$ cat config.mk
export PLATFORM = sky130hd
export DESIGN_NAME = mxint8_block_dequant
export DESIGN_NICKNAME = d
export VERILOG_FILES = /design/src/rtl/mxint8_block_dequant.sv
export SDC_FILE = /design/constraint.sdc
export NUM_CORES = 1
export LEC_CHECK = 0
export CAP_MARGIN = 20
export CELL_PAD_IN_SITES_DETAIL_PLACEMENT = 1
export CELL_PAD_IN_SITES_GLOBAL_PLACEMENT = 2
export CORE_ASPECT_RATIO = 0.6
export CORE_MARGIN = 1.5
export CORE_UTILIZATION = 37
export DETAILED_ROUTE_END_ITERATION = 8
export PLACE_DENSITY = 0.87
export SYNTH_ARGS = -nofsm -noshare
export SYNTH_HDL_FRONTEND = slang
export SYNTH_SLANG_ARGS = --single-unit
$ cat constraint.sdc
create_clock -name i_clk -period 10.9 [get_ports i_clk]
set_clock_uncertainty 0.2 [all_clocks]
set_input_delay 1.635 -clock i_clk [delete_from_list [all_inputs] [get_ports i_clk]]
set_output_delay 1.635 -clock i_clk [all_outputs]
set_load 0.1 [all_outputs]
$ cat src/rtl/mxint8_block_dequant.sv
// MXINT8 block -> float32 stream: captures one scaled block, emits one float32 per beat.
// Define MXINT8_DEQUANT_SUBNORMAL_EN to emit exact subnormals instead of flushing to signed zero.
module mxint8_block_dequant #(
    parameter int BLOCK_SIZE = 32,
    parameter int ELEM_W     = 8,
    parameter int SCALE_W    = 8,
    localparam int IW        = $clog2(BLOCK_SIZE)
) (
    input  logic              i_clk,
    input  logic              i_rst_n,
    input  logic              i_valid,
    output logic              o_ready,
    input  logic [SCALE_W-1:0] i_scale,
    input  logic [ELEM_W-1:0] i_elements [BLOCK_SIZE-1:0],
    output logic              o_valid,
    input  logic              i_ready,
    output logic [31:0]       o_float32,
    output logic [IW-1:0]     o_index,
    output logic              o_last
);

    typedef enum logic {IDLE, STREAM} state_t;

    state_t              state_q, state_d;
    logic [IW-1:0]       idx_q, idx_d;
    logic [SCALE_W-1:0]  scale_q;
    logic [ELEM_W-1:0]   elem_q [BLOCK_SIZE-1:0];
    logic                load;

    // Element is 1.6 fixed point, so value = q * 2^(X-127-6).
    function automatic logic [31:0] dequant(input logic [7:0] q, input logic [7:0] x);
        logic             s;
        logic [7:0]       mag;
        logic [2:0]       p;
        logic signed [9:0] e;
        logic [6:0]       below;
`ifdef MXINT8_DEQUANT_SUBNORMAL_EN
        logic [22:0]      frac;
`endif
        s   = q[7];
        mag = s ? 8'(8'd0 - q) : q;
        p   = 3'd0;
        for (int i = 0; i < 8; i++)
            if (mag[i]) p = 3'(i);
        e     = $signed({2'b00, x}) + $signed({7'b0, p}) - 10'sd6;
        below = 7'(mag << (3'd7 - p));
`ifdef MXINT8_DEQUANT_SUBNORMAL_EN
        // Only reached with X <= 6, so x[2:0] is the whole scale.
        frac  = 23'(mag) << (5'd16 + {2'b00, x[2:0]});
`endif
        if (x == 8'hFF)          dequant = 32'h7FC0_0000;
        else if (q == 8'h00)     dequant = 32'h0000_0000;
        else if (e > 10'sd254)   dequant = {s, 31'h7F7F_FFFF};
        else if (e > 10'sd0)     dequant = {s, e[7:0], below, 16'h0000};
        else
`ifdef MXINT8_DEQUANT_SUBNORMAL_EN
                                 dequant = {s, 8'h00, frac};
`else
                                 dequant = {s, 31'b0};
`endif
    endfunction

    assign o_valid   = (state_q == STREAM);
    assign o_index   = idx_q;
    assign o_last    = o_valid && (idx_q == IW'(BLOCK_SIZE - 1));
    // Ready on the final accepted beat gives zero-bubble back-to-back blocks.
    assign o_ready   = (state_q == IDLE) || (o_valid && i_ready && o_last);
    assign load      = i_valid && o_ready;
    assign o_float32 = dequant(8'(elem_q[idx_q]), 8'(scale_q));

    always_comb begin
        state_d = state_q;
        idx_d   = idx_q;
        case (state_q)
            IDLE: begin
                if (i_valid) begin
                    state_d = STREAM;
                    idx_d   = '0;
                end
            end
            STREAM: begin
                if (i_ready) begin
                    if (o_last) begin
                        state_d = i_valid ? STREAM : IDLE;
                        idx_d   = '0;
                    end else begin
                        idx_d   = idx_q + 1'b1;
                    end
                end
            end
            default: begin
                state_d = IDLE;
                idx_d   = '0;
            end
        endcase
    end

    always_ff @(posedge i_clk or negedge i_rst_n) begin
        if (!i_rst_n) begin
            state_q <= IDLE;
            idx_q   <= '0;
            scale_q <= '0;
            for (int i = 0; i < BLOCK_SIZE; i++) elem_q[i] <= '0;
        end else begin
            state_q <= state_d;
            idx_q   <= idx_d;
            if (load) begin
                scale_q <= i_scale;
                elem_q  <= i_elements;
            end
        end
    end

endmodule

==> results.cfg <==
[outcome]
outcome = completed

[run]
cap_violations = 0

[synthesis]
syn_inst = 927
seq_area_frac_synth_pct = 50.5
synth_seq_cells = 270
postSynthNetCount = 1212
netlist-cell-type-count = 68
yosys_warnings = 0
synthArstFlopShare_pct = 100
yosys_most_used_dff = dfrtp_1
syn_area_um2 = 13400
syn_area_per_cell_um2 = 14.4
synth_edf_count = 0

[grt]
track_usage_pct = 22.0
grt_remaining_overflow = 0
grt_max_degree = 156
grt_pass1_wl_mm = 62.1
grt_pass1_vias = 9932
antenna_found_initial = 8

[placed_design]
dp.cells = 1641
io_buffers = 307
dp_hpwl_mm = 30.0
finalWeightedCongestion = 0.854

[route]
firstDrtPassIters = 4
postRouteAntennaNets = 0
route.detailed.drc = 0
vias = 9048
wl_per_cell_um = 24.0
drtIter0Drc = 606
wirelength_mm = 40.9
routed_via_density = 5.32

[die]
die_area_um2 = 37400
io_pins = 308
die_w_um = 249
initial_core_util_pct = 37.9
fp.dieH_um = 150
coreArea_um2 = 35300
std_cell_rows = 53

[worst_setup_path]
cp_common_cell = a21oi_1
required_ns = 9.07
slowest_stage = clkdlybuf4s50_1
cp_max_fo = 20
critPathLaunchType = flop
cp-end-kind = output port
path_buf_inv = 3
critPathTopFamily = compound AO/OA/AOI/OAI gates
crit_type = reg -> out
crit_arrival_ns = 8.57
crit_path_max_incr_delay_ns = 1.17
cp_cell_sequence = buf_4 > mux4_1 > mux4_2 > mux2i_1 > and3_1 > o32ai_1 > a31oi_1 > o21a_1 > ha_1 > inv_1 > ha_1 > fa_1 > a21o_1 > a21oi_1 > o21bai_1 > a21oi_1 > xnor2_1 > or4_1 > a21oi_1 > a21oi_1 > o21ai_0 > clkdlybuf4s50_1

[final_layout]
area_growth_pct = 32.6
final_common_cell = clkdlybuf4s50_1
post-route-util_pct = 50.2
final_cell_mix = clkdlybuf4s50_1 (281), dfrtp_1 (267), mux2_2 (266)
instances_no_fill = 1700
nets = 1491
layout-drive-gt1-share_pct = 34.2

[sta]
finalHoldViolations = 0
setup_tns_ns = 0
period_share_pct = 95.4
finalSetupViolations = 0
slew_headroom_pct = 28.0
max_freq_mhz = 96.1
slew_viol_final = 0
rsz0062_at_grt = no
worstMarginPinSlew_ns = 1.08
hold_ws_ns = 0.299
period_needed_ns = 10.40

[clock_network]
cts_buffer_depth = 3
cts_inserted_buffers = 28
cts-root-buf = clkbuf_16
clock_latency_ns = 0.56
htreeDepth = 1
cts_tree = built
clk_pin_slew_ns = 0.07
post_cts.repair.setup_buffers = 0
clock-sinks = 270

[power]
p_leak_nw = 7.69
p_int_w = 0.00268
totalPowerFinal_w = 0.00513
ir_worst_vdd_v = 0.000326
swShare_pct = 47.8
power_frac_seq_pct = 24.6
clockPowerShare_pct = 20.1
switching_power_w = 0.00245
combPwrFrac_pct = 55.3
powerDensity_nw_per_um2 = 289

[min_path]
hold_path_class = reg -> reg
cell type report:
| type | count | area, um2 |
|---|---|---|
| multi-input cells | 565 | 6170 |
| diodes | 5 | 12.5 |
| well taps | 467 | 584 |
| flip-flops and latches | 270 | 6760 |
| inverters | 22 | 82.6 |
| clock buffers | 43 | 888 |
| fillers | 3511 | 17600 |
| clock inverters | 9 | 110 |
| repair buffers | 319 | 3150 |
flip-flops by register name (all words and copies together), names as in the netlist:
register  cells
elem_q      256
o_index       5
o_valid       1
scale_q       8
power groups by stage:
stage | combinational (W) | sequential [W] | clock, W
after detailed placement | 0.00281 | 0.00128 | 0
after CTS | 0.00283 | 0.00127 | 0.00105
after global routing | 0.00299 | 0.00129 | 0.00109
final | 0.00284 | 0.00126 | 0.00103
after global placement | 0.00279 | 0.00128 | 0
after floorplan | 0.00217 | 0.00123 | 0
metrics by stage:
| step | setup slack [ns] | area, um2 |
|---|---|---|
| after floorplan | 0.917 | 13400 |
| after global placement | 1.43 | 16700 |
| after detailed placement | 1.09 | 16700 |
| after CTS | 0.423 | 17700 |
| after global routing | 0.00316 | 17700 |
| final | 0.497 | 17800 |
path summary, 6_finish.rpt:
path / startpoint / cells past startpoint / endpoint / slack [ns]
max: o_index[0] / 22 / o_float32[24] / 0.50
min: elem_q[171] / 1 / elem_q[171] / 0.30
max reg2reg: o_index[1] / 10 / elem_q[137] / 5.96
min reg2reg: elem_q[171] / 1 / elem_q[171] / 0.30
max in group asynchronous: i_rst_n / 2 / elem_q[16] / 8.14
min in group asynchronous: i_rst_n / 1 / elem_q[190] / 0.91
kinds of logic after synthesis:
group	synth area share, %
buffers and inverters	3.51
AO/OA/AOI/OAI	5.67
flip-flops	50.5
adder cells (fa/ha/maj)	1.64
XOR/XNOR	0.589
multiplexers	34.6
AND/OR/NAND/NOR	3.54
layer usage:
metal | vias to the layer above | global-route usage (%) | share of wire [%]
met1 | 4683 | 30.8 | 46
met4 | 6 | 5.40 | 2.0
li1 | 4039 | - | -
met5 | - | 0 | 0.11
met3 | 57 | 5.64 | 6.7
met2 | 263 | 34.2 | 45
timing repair:
action / CTS / global route
hold buffers: 0 / 0
endpoints found under the setup margin: 0 / 2
resized for setup: 0 / 2
cell usage after synthesis (9+ instances only):
library cell / instances / area [um2]
nand2_1: 22 / 82.6
dfrtp_1: 270 / 6760
mux2_2: 266 / 3000
mux4_1: 13 / 342
o21ai_0: 16 / 80.1
a21oi_1: 12 / 60.1
ha_1: 16 / 200
mux4_2: 48 / 1080
nand3_1: 9 / 45.0
clkbuf_1: 38 / 143
o22ai_1: 17 / 106
mux2i_1: 18 / 180
buf_4: 19 / 143
inv_1: 20 / 75.1
nor2_1: 17 / 63.8
Note: power is estimated with default switching activity, not from simulation.
==> edit 1: new RTL, same settings <==
Reset style: synchronous (`i_rst_n`), changed in one clocked block.
--- a/src/rtl/mxint8_block_dequant.sv
+++ b/src/rtl/mxint8_block_dequant.sv
@@ -97,3 +97,3 @@
 
-    always_ff @(posedge i_clk or negedge i_rst_n) begin
+    always_ff @(posedge i_clk) begin
         if (!i_rst_n) begin
Check against the original RTL: differs if i_rst_n is asserted again (counterexample within 4 cycles, from zero or initial values and one cycle with i_rst_n low); with i_rst_n held inactive, the same outputs for 4 cycles.
==> edit 1 against the original RTL <==
  * Wire length is 12% higher
  * Worst setup slack gained 0.40 ns
  * Final cell count rose by 32%
  * Fmax up 4.0%
  * Area after synthesis rose by 1.1%
  * First-iteration DRC count up 3.3%
  * Sequential share of layout area shrank 7.2 points
  * Largest cell class is now multi-input combinational cells
  * Critical path type unchanged
  * Cell area decreased by 1.2%
  * Critical endpoint is now o_float32[0]
  * Sequential cell count unchanged
Power is not compared: it rests on default switching activity, and its combinational part moved more than twofold at a synthesized area within 25%.
==> edit 1: results (changes against the original RTL) <==
maximum number of pins on one net before global-route repair 192 (+23%); run status finished, final reports clean; Detail Placement HPWL 32800 um (+9.4%); CTS clock-pin slew for the worst setup and hold paths around 0.06 ns; number of antenna violations at the first check in global routing 1 (-7); number of antenna diodes 1 (-4); sequential fraction of the synthesis area 39.9% (-11 points); fraction of the mapped netlist area in compound gates 20.1% (+14 points); Mapped Cells 1519 (+64%); arrival time of data at the critical path endpoint 8.17 ns (-0.40 ns); total area of multi-input combinational cells 7420 um2 (+20%); leading post-synthesis cells by instance count 559 x nand2_1, 270 x dfxtp_1, 264 x a21boi_0; Placement Cell Area 16600 um2 (-0.55%); final weighted congestion in routability-driven placement 0.847 (-0.82%); adder-cell area share of the yosys netlist 1.63% (-0.018 points); number of multi-input combinational cells in the layout 1099 (+95%); via count of the first global-routing pass 12.0k (+21%); Async SR Flop Fraction 0% (-100 points); number of distinct standard cells referenced by the synthesized netlist 75 (+10%); fraction of area in non-clock buffers 17.8% (+0.12 points); ratio of routed vias to standard cells 5.21 (-2.2%); crit path max-delay cell type dfxtp_4; critical path peak fanout 34 (+70%); die area 37800 um2 (+1.1%); fillers 4104 (+17%); buffers outside the clock class 317 (-0.63%); top post-synthesis cells by area dfxtp_1 40%, nand2_1 16%, a21boi_0 15%; area taken by flip-flops and latches 5420 um2 (-20%); Initial DRC Count 626 (+3.3%); clock network contribution to total cell area 5.15% (-0.48 points); fraction of final layout cells sized beyond drive strength 1 9.94% (-24 points); Nets 2023 (+36%); final std cells w/o fill 2237 (+32%); post-synthesis share of cell area spent on xor and xnor gates 0.388% (-0.20 points); global routing usage summed across all routing layers 24.0% (+2.0 points); synthesized net count 1804 (+49%); Synth Flop Type dfxtp_1; first-pass GRT wire length 70600 um (+14%); number of search-and-repair iterations in the first detailed-routing pass 4 (unchanged); actual slew at the worst max-slew pin 1.02 ns (-0.0548 ns); Routed wire per std cell 20.5 um (-15%); portion of netlist area occupied by mux cells 14.3% (-20 points); maximum single-stage delay on the critical path 0.78 ns (-0.39 ns)
edit 1: worst paths after layout:
| kind | depth (start not counted) | from | slack (ns) | to |
|---|---|---|---|---|
| min reg2reg | 2 | elem_q[138] | 0.26 | elem_q[138] |
| max | 27 | o_index[1] | 0.89 | o_float32[0] |
| min | 2 | elem_q[138] | 0.26 | elem_q[138] |
| max reg2reg | 11 | o_index[1] | 6.51 | elem_q[247] |
edit 1: critical path, delay by kind of cell, from the launching register on:
| kind | cells | cell delay (ns) |
|---|---|---|
| adders and majority gates | 4 | 1.14 |
| AOI/OAI and AO/OA | 8 | 2.02 |
| DFF | 1 | 0.78 |
| and+or+nand+nor | 7 | 1.25 |
| muxes | 2 | 0.84 |
| buffers and inverters | 6 | 1.54 |
edit 1: power breakdown:
part	switching [mW]	internal [mW]
clock	0.424	0.532
sequential	0.0382	1.04
combinational	0.520	0.259
total	0.982	1.83
edit 1: layer usage:
| metal | part of all wire (%) | up-vias | global-route usage, % | routed length, um |
|---|---|---|---|---|
| li1 | - | 5628 | - | - |
| met1 | 50 | 5768 | 35.3 | 23000 |
| met2 | 45 | 216 | 38.1 | 20600 |
| met3 | 4.1 | 34 | 3.66 | 1880 |
| met4 | 0.98 | 0 | 3.20 | 452 |
| met5 | 0 | - | 0 | 0 |
edit 1: metrics by stage:
step	utilization [%]	hold slack (ns)	power [mW]	setup WS, ns
after floorplan	-	0.239	1.64	0.389
after global placement	45.8	0.249	1.87	1.80
after detailed placement	45.9	0.258	1.88	1.57
after CTS	48.4	0.267	2.83	0.933
after global routing	48.4	0.287	2.93	0.353
final	48.5	0.262	2.81	0.893
==> edit 2: new RTL, config.mk and constraints unchanged <==
Made on the original files. Set the parameter `BLOCK_SIZE` to 64 (it was 32).
--- a/src/rtl/mxint8_block_dequant.sv
+++ b/src/rtl/mxint8_block_dequant.sv
@@ -3,3 +3,3 @@
 module mxint8_block_dequant #(
-    parameter int BLOCK_SIZE = 32,
+    parameter int BLOCK_SIZE = 64,
     parameter int ELEM_W     = 8,
Interface: changed (resized i_elements and o_index); port bits go from 308 to 565. No check against the original RTL was run, so the function may have changed too.
==> edit 2 against the original RTL <==
  * Area after synthesis grew 89%
  * Utilization shrank 1.2 points
  * Highest routed layer unchanged
  * Sequential cell count grew 257
  * Worst setup slack gained 0.063 ns
  * Sequential power increased by 92%
  * Cell area up 87%
  * Critical path type unchanged
  * Clock power increased by 71%
  * Wire length increased by 100%
  * Power increased by 74%
==> edit 2: results (changes against the original RTL) <==
number of distinct standard cells referenced by the synthesized netlist 81 (+19%); number of antenna violations at the first check in global routing 25 (+17); top post-synthesis cells by area dfrtp_1 52%, mux2_2 23%, mux4_2 9.6%; maximum achievable frequency 96.7 MHz (+0.61%); maximum number of pins on one net before global-route repair 209 (+34%); static leakage 14.2 nW (+85%); run status finished, final reports clean; leading post-synthesis cells by instance count 527 x dfrtp_1, 523 x mux2_2, 108 x mux4_2; Max transition margin 6.57% (-21 points); P_int 4.82 mW (+80%); fillers 6685 (+90%); Comb group 4.73 mW (+67%); crit path launch o_index[1]; crit path max-delay cell type dfrtp_4; mean post-synth cell area 15.0 um2 (+4.0%); maximum VDD drop 0.292 mV (-10%); number of H-tree branching levels 2 (+1); via count of the first global-routing pass 19.0k (+91%); critical path peak fanout 38 (+90%); Clk Latency, worst-skew pair 0.60 ns (+0.04 ns); reg2reg end elem_q[164]; worst setup slack before clock tree synthesis 1.01 ns (-0.0834 ns); Clock Power 1.76 mW (+71%); synthesized net count 2226 (+84%); Port Buffers 564 (+84%); Detail Placement HPWL 62000 um (+110%); Reg2Reg Depth 6 (-4)
## edit 2: changes by cell type after synthesis, sizes merged, moves of 24 or more
cell and change:
dfrtp +257, clkbuf +25, buf +29, mux4 +56
mux2 +255, mux2i +24
## edit 2: layer usage
layer	GRT usage (%)	up-vias	part of all wire [%]
li1	-	7371	-
met1	32.9	8792	45
met2	37.6	468	47
met3	5.16	121	5.5
met4	7.32	18	2.2
met5	0	-	0.15
## edit 2: what timing repair did
action                                  CTS  global route
endpoints found under the setup margin    0            24
buffers inserted                          0             6
resized for setup                         0             0
hold buffers                              0             0
## edit 2: worst min-delay path by stage
| stage | from | end | slack [ns] | depth (start not counted) |
|---|---|---|---|---|
| floorplan | elem_q[10] | elem_q[10] | 0.27 | 1 |
| global placement | elem_q[335] | elem_q[335] | 0.28 | 1 |
| detailed placement | elem_q[67] | elem_q[67] | 0.29 | 1 |
| CTS | elem_q[313] | elem_q[313] | 0.30 | 1 |
| global route | elem_q[229] | elem_q[229] | 0.31 | 1 |
| finish | elem_q[82] | elem_q[82] | 0.30 | 1 |
## edit 2: cell families after synthesis
| group | count (synthesis) | share of synthesized area (%) |
|---|---|---|
| adders and majority gates | 16 | 0.820 |
| and+or+nand+nor | 134 | 2.70 |
| xor gates and xnor gates | 14 | 0.558 |
| buffers and inverters | 149 | 3.49 |
| AOI/OAI and AO/OA | 164 | 4.89 |
| muxes | 682 | 35.5 |
| DFF | 527 | 52.1 |
## edit 2: layout make-up
cell class	count	area [um2]	share of cell area, %
multi-input cells	1010	11300	33.9
inverters	24	90.1	0.271
well taps	912	1140	3.43
clock inverters	10	82.6	0.248
clock buffers	75	1530	4.59
repair buffers	599	5930	17.8
diodes	15	37.5	0.113
flip-flops and latches	527	13200	39.7
